File: config.mk
export PLATFORM = sky130hd
export DESIGN_NAME = madd_operand_collector
export DESIGN_NICKNAME = d
export VERILOG_FILES = /design/src/rtl/madd_operand_collector.sv
export SDC_FILE = /design/constraint.sdc
export NUM_CORES = 1
export LEC_CHECK = 0
export ABC_AREA = 1
export CAP_MARGIN = 10
export CORE_UTILIZATION = 41
export CTS_CLUSTER_DIAMETER = 40
export DETAILED_ROUTE_END_ITERATION = 10
export PLACE_DENSITY = 0.74
export SYNTH_ARGS = -nofsm -noshare
export SYNTH_HDL_FRONTEND = slang
export SYNTH_SLANG_ARGS = --single-unit
export TNS_END_PERCENT = 1
File: constraint.sdc
create_clock -name clk -period 2.2 [get_ports clk]
set_clock_uncertainty 0.1 [all_clocks]
set_input_delay 0.33 -clock clk [delete_from_list [all_inputs] [get_ports clk]]
set_output_delay 0.33 -clock clk [all_outputs]
set_load 0.1 [all_outputs]
File: src/rtl/madd_operand_collector.sv
// -----------------------------------------------------------------------------
// madd_operand_collector
//
// Serial-to-parallel feeder for the 8-input combinational adder `cadder`.
// Operands arrive one per cycle on a valid/ready stream. When N_OPS of them
// have been captured they are presented in parallel on `ops`. They are held
// there for SETTLE_CYCLES cycles so the adder output can settle. The adder
// result is then registered and offered downstream on a valid/ready handshake.
//
// Optional feature (macro MADD_SELF_CHECK_EN):
//   When defined, a running modulo sum of the accepted operands is compared
//   with the adder result at the sample edge. Any difference sets the sticky
//   err_mismatch flag. When undefined, err_mismatch is tied low.
//
// Ports:
//   clk          in   system clock, rising edge
//   rst_n        in   asynchronous active-low reset
//   in_valid     in   operand stream valid
//   in_data      in   operand value [WIDTH]
//   in_ready     out  collector can accept an operand
//   ops          out  parallel operands [N_OPS*WIDTH], operand k at [k*WIDTH +: WIDTH]
//   sum_in       in   combinational adder result [WIDTH]
//   res_valid    out  result register holds an unconsumed sum
//   res_data     out  registered sum [WIDTH]
//   res_ready    in   downstream accepts the result
//   busy         out  round in progress (not idle in COLLECT with zero operands)
//   err_mismatch out  sticky self-check flag
// -----------------------------------------------------------------------------
module madd_operand_collector #(
  parameter int WIDTH         = 8,
  parameter int N_OPS         = 8,  // adder has exactly 8 inputs
  parameter int SETTLE_CYCLES = 2   // must be >= 1
) (
  input  logic                   clk,
  input  logic                   rst_n,
  input  logic                   in_valid,
  input  logic [WIDTH-1:0]       in_data,
  output logic                   in_ready,
  output logic [N_OPS*WIDTH-1:0] ops,
  input  logic [WIDTH-1:0]       sum_in,
  output logic                   res_valid,
  output logic [WIDTH-1:0]       res_data,
  input  logic                   res_ready,
  output logic                   busy,
  output logic                   err_mismatch
);

  localparam int CW  = (N_OPS > 1) ? $clog2(N_OPS) : 1;
  localparam int SCW = (SETTLE_CYCLES > 1) ? $clog2(SETTLE_CYCLES) : 1;
  localparam logic [CW-1:0]  LAST_SLOT   = CW'(N_OPS - 1);
  localparam logic [SCW-1:0] SETTLE_LOAD = SCW'(SETTLE_CYCLES - 1);

  typedef enum logic [1:0] {
    S_COLLECT = 2'd0,
    S_SETTLE  = 2'd1,
    S_HOLD    = 2'd2
  } state_t;

  state_t                   state_q;
  logic [CW-1:0]            count_q;
  logic [SCW-1:0]           settle_q;
  logic [N_OPS*WIDTH-1:0]   ops_q;
  logic [WIDTH-1:0]         res_data_q;
  logic                     res_valid_q;
  logic                     err_q;
`ifdef MADD_SELF_CHECK_EN
  logic [WIDTH-1:0]         run_sum_q;
`endif

  // Collector FSM: operand capture, settle countdown, result hold.
  always_ff @(posedge clk or negedge rst_n) begin
    if (!rst_n) begin
      state_q     <= S_COLLECT;
      count_q     <= '0;
      settle_q    <= '0;
      ops_q       <= '0;
      res_data_q  <= '0;
      res_valid_q <= 1'b0;
      err_q       <= 1'b0;
`ifdef MADD_SELF_CHECK_EN
      run_sum_q   <= '0;
`endif
    end else begin
      case (state_q)
        S_COLLECT: begin
          // in_ready is high throughout COLLECT, so in_valid alone accepts.
          if (in_valid) begin
            ops_q[count_q*WIDTH +: WIDTH] <= in_data;
`ifdef MADD_SELF_CHECK_EN
            // Slot 0 starts a new round, so the running sum restarts there.
            run_sum_q <= (count_q == '0) ? in_data : (run_sum_q + in_data);
`endif
            if (count_q == LAST_SLOT) begin
              count_q  <= '0;
              settle_q <= SETTLE_LOAD;
              state_q  <= S_SETTLE;
            end else begin
              count_q <= count_q + CW'(1);
            end
          end
        end
        S_SETTLE: begin
          if (settle_q == '0) begin
            res_data_q  <= sum_in;
            res_valid_q <= 1'b1;
            state_q     <= S_HOLD;
`ifdef MADD_SELF_CHECK_EN
            if (run_sum_q != sum_in) begin
              err_q <= 1'b1;
            end
`endif
          end else begin
            settle_q <= settle_q - SCW'(1);
          end
        end
        S_HOLD: begin
          if (res_ready) begin
            res_valid_q <= 1'b0;
            state_q     <= S_COLLECT;
          end
        end
        default: begin
          state_q <= S_COLLECT;
        end
      endcase
    end
  end

  // in_ready is gated by rst_n so it reads low for the whole reset interval.
  assign in_ready     = rst_n & (state_q == S_COLLECT);
  assign ops          = ops_q;
  assign res_valid    = res_valid_q;
  assign res_data     = res_data_q;
  assign busy         = (count_q != '0) | (state_q != S_COLLECT);
  assign err_mismatch = err_q;

endmodule

==> key figures <==
Run status
  – Status: complete, no violations

Worst setup path
  – CP Launch Point: count_q[1]$_DFFE_PN0P_
  – Crit path DAT: 1620 ps
  – Start of the worst register-to-register path: count_q[1]$_DFFE_PN0P_
  – RR Endpoint: ops[7]$_DFFE_PN0P_
  – Worst R2R Path Depth: 9
  – Crit end category: output port
  – Max FO, Critical Path: 4
  – Critical Path Sink: busy
  – Worst setup SP type: flip-flop
  – Kind of critical path: flip-flop to output port
  – Critical Path RT: 1770 ps
  – Register-to-Register Setup Slack: 230 ps

Finish
  – Post-layout util: 57.3%
  – Commonest non-fill, non-tap cells in the layout: nand2_1, buf_4, nand3_1
  – Number of fill cells: 770
  – Fin nets: 563
  – Synth-to-Final Area Change: 32.8%
  – Ant diodes: 0
  – Share of cells above drive strength 1: 24.4%
  – Most common cell after layout, fill and taps aside: nand2_1

Clock tree
  – TritonCTS clock tree: built
  – Clock sink total: 79
  – Clock slew at reported path FFs: 70 ps
  – H-tree Lvls: 3
  – Root buf cell: clkbuf_8
  – CTS Hold Bufs: 0
  – CTS Buf Count: 9
  – Clock Tree Buf Depth: 2
  – Later-pin clock latency in the skew report: 340 ps

Synthesis
  – Post-synthesis cell type count: 21
  – Register bit count reported by yosys: 79
  – Synth top area cells: dfrtp_1, nand2_1, nand3_1, nor2_1, ha_1
  – Syn Inst Count: 427
  – Register area share after synthesis: 54.9%
  – Mean Syn Cell Area: 8.43 um^2
  – Post-Synthesis Cell Area: 0.00360 mm^2
  – Synth area leader: dfrtp_1
  – Share of Yosys cell area claimed by the top area cell type: 54.9%
  – Syn_nets: 454
  – Synth warn: 1

Floorplanning
  – Die area: 0.00916 mm^2
  – Die Span X: 95.7 um
  – Die height: 95.7 um
  – I/O pins: 96
  – Initial Utilization: 43.2%
  – Floorplan Core Area: 0.00834 mm^2
  – # rows: 33

GRT
  – Gr usage total: 20.6%
  – First-pass GRT wire length: 14400 um
  – Gr ovfl total: 0
  – Largest net degree at the start of global routing: 80
  – Initial antenna violation count: 0
  – Vias in the first global route: 2996

STA
  – Fin crit share: 93.1%
  – Final hold violations: 0
  – RSZ-0062 raised after global routing: no
  – Fin crit period: 2050 ps
  – WHS: 123 ps
  – Slew @ Worst Pin: 996 ps
  – Slew HR: 33.6%
  – Final setup vio count: 0
  – Max-slew violations: 0
  – Fmax achieved: 488 MHz

Min path
  – Type of the worst min-delay path: input port to async pin

Route
  – DR WL/cell: 13.8 um
  – Post-Route WL: 8910 um
  – Vias/cell: 4.98
  – DRT Pass-1 Iters: 4
  – Number of remaining DRC errors: 0
  – Post-route ant nets: 0
  – Via Count: 3209
  – DRT iter0 DRCs: 195

Flow run
  – Max Cap Violations: 0

Placement
  – Post-DP HPWL: 6530 um
  – Placer Congestion: 0.837
  – I/O Buffers: 94
[cells in the mapped netlist]
master and instances:
o31ai_1 1, buf_4 2, a21oi_2 4, a21oi_4 1, nand2_2 6, ha_1 7
nand3_1 79, nand2_4 3, nand2_1 170, inv_1 10, clkinv_1 2, clkbuf_1 2
nor2_2 3, o21ai_0 7, dfrtp_1 79, nor2_1 35, inv_2 3, buf_6 2
buf_2 5, nor2_4 5, conb_1 1
[timing repair]
action,4_1_cts,5_1_grt
endpoints found under the setup margin,0,11
resized for setup,0,2
buffers inserted,0,2
[state kept, by name (all words and copies together), names as in the netlist]
name,flops
count_q,3
ops,64
res_data,8
res_valid,1
settle_q,1
state_q,2
[metal layers]
metal	global-route usage, %	wire, um
met3	4.19	559
met2	31.3	4010
met4	7.34	102
met5	0	0
met1	29.4	4240
[worst min path at each step]
stage	startpoint	to	slack, ps	cells past startpoint
5_1_grt	rst_n	res_data[0]$_DFFE_PN0P_	220	2
4_1_cts	rst_n	res_data[0]$_DFFE_PN0P_	190	2
3_5_place_dp	ops[59]$_DFFE_PN0P_	ops[59]$_DFFE_PN0P_	360	2
3_3_place_gp	res_data[3]$_DFFE_PN0P_	res_data[3]$_DFFE_PN0P_	360	2
2_1_floorplan	rst_n	count_q[0]$_DFFE_PN0P_	-70	0
6_report	rst_n	res_data[0]$_DFFE_PN0P_	120	2
[worst max-delay path: stages, from the launching register on]
cell,delay [ps]
dfrtp_2,440
inv_1,100
ha_1,190
ha_1,230
nand2_1,120
buf_12,180
[through the flow]
stage | worst slack (ps) | TNS (ps) | instances | cell area [um^2]
finish | 151 | 0 | 645 | 4780
global route | 28.6 | 0 | 645 | 4780
CTS | 64.7 | 0 | 643 | 4760
detailed placement | 71.8 | 0 | 628 | 4540
global placement | 216 | 0 | 628 | 4540
floorplan | -2.76 | -19.6 | 427 | 3600
[layout make-up]
| class | count | area [um^2] | share of cell area [%] |
|---|---|---|---|
| flip-flops and latches | 79 | 1980 | 41.4 |
| multi-input cells | 322 | 1500 | 31.4 |
| repair buffers | 109 | 888 | 18.6 |
| clock buffers | 11 | 131 | 2.75 |
| well taps | 105 | 131 | 2.75 |
| clock inverters | 4 | 95.1 | 1.99 |
| inverters | 15 | 56.3 | 1.18 |
[cell families after synthesis]
kind of cell,Yosys count,share of synthesized area (%)
other cells,1,0.104
simple gates,301,36.4
flops,79,54.9
compound gates,13,2.61
fa+ha+maj,7,2.43
buf+inv,26,3.51
Power is left out: the tool's default activity adds up to more than one toggle a clock period on the data nets, which glitch-free logic cannot reach.
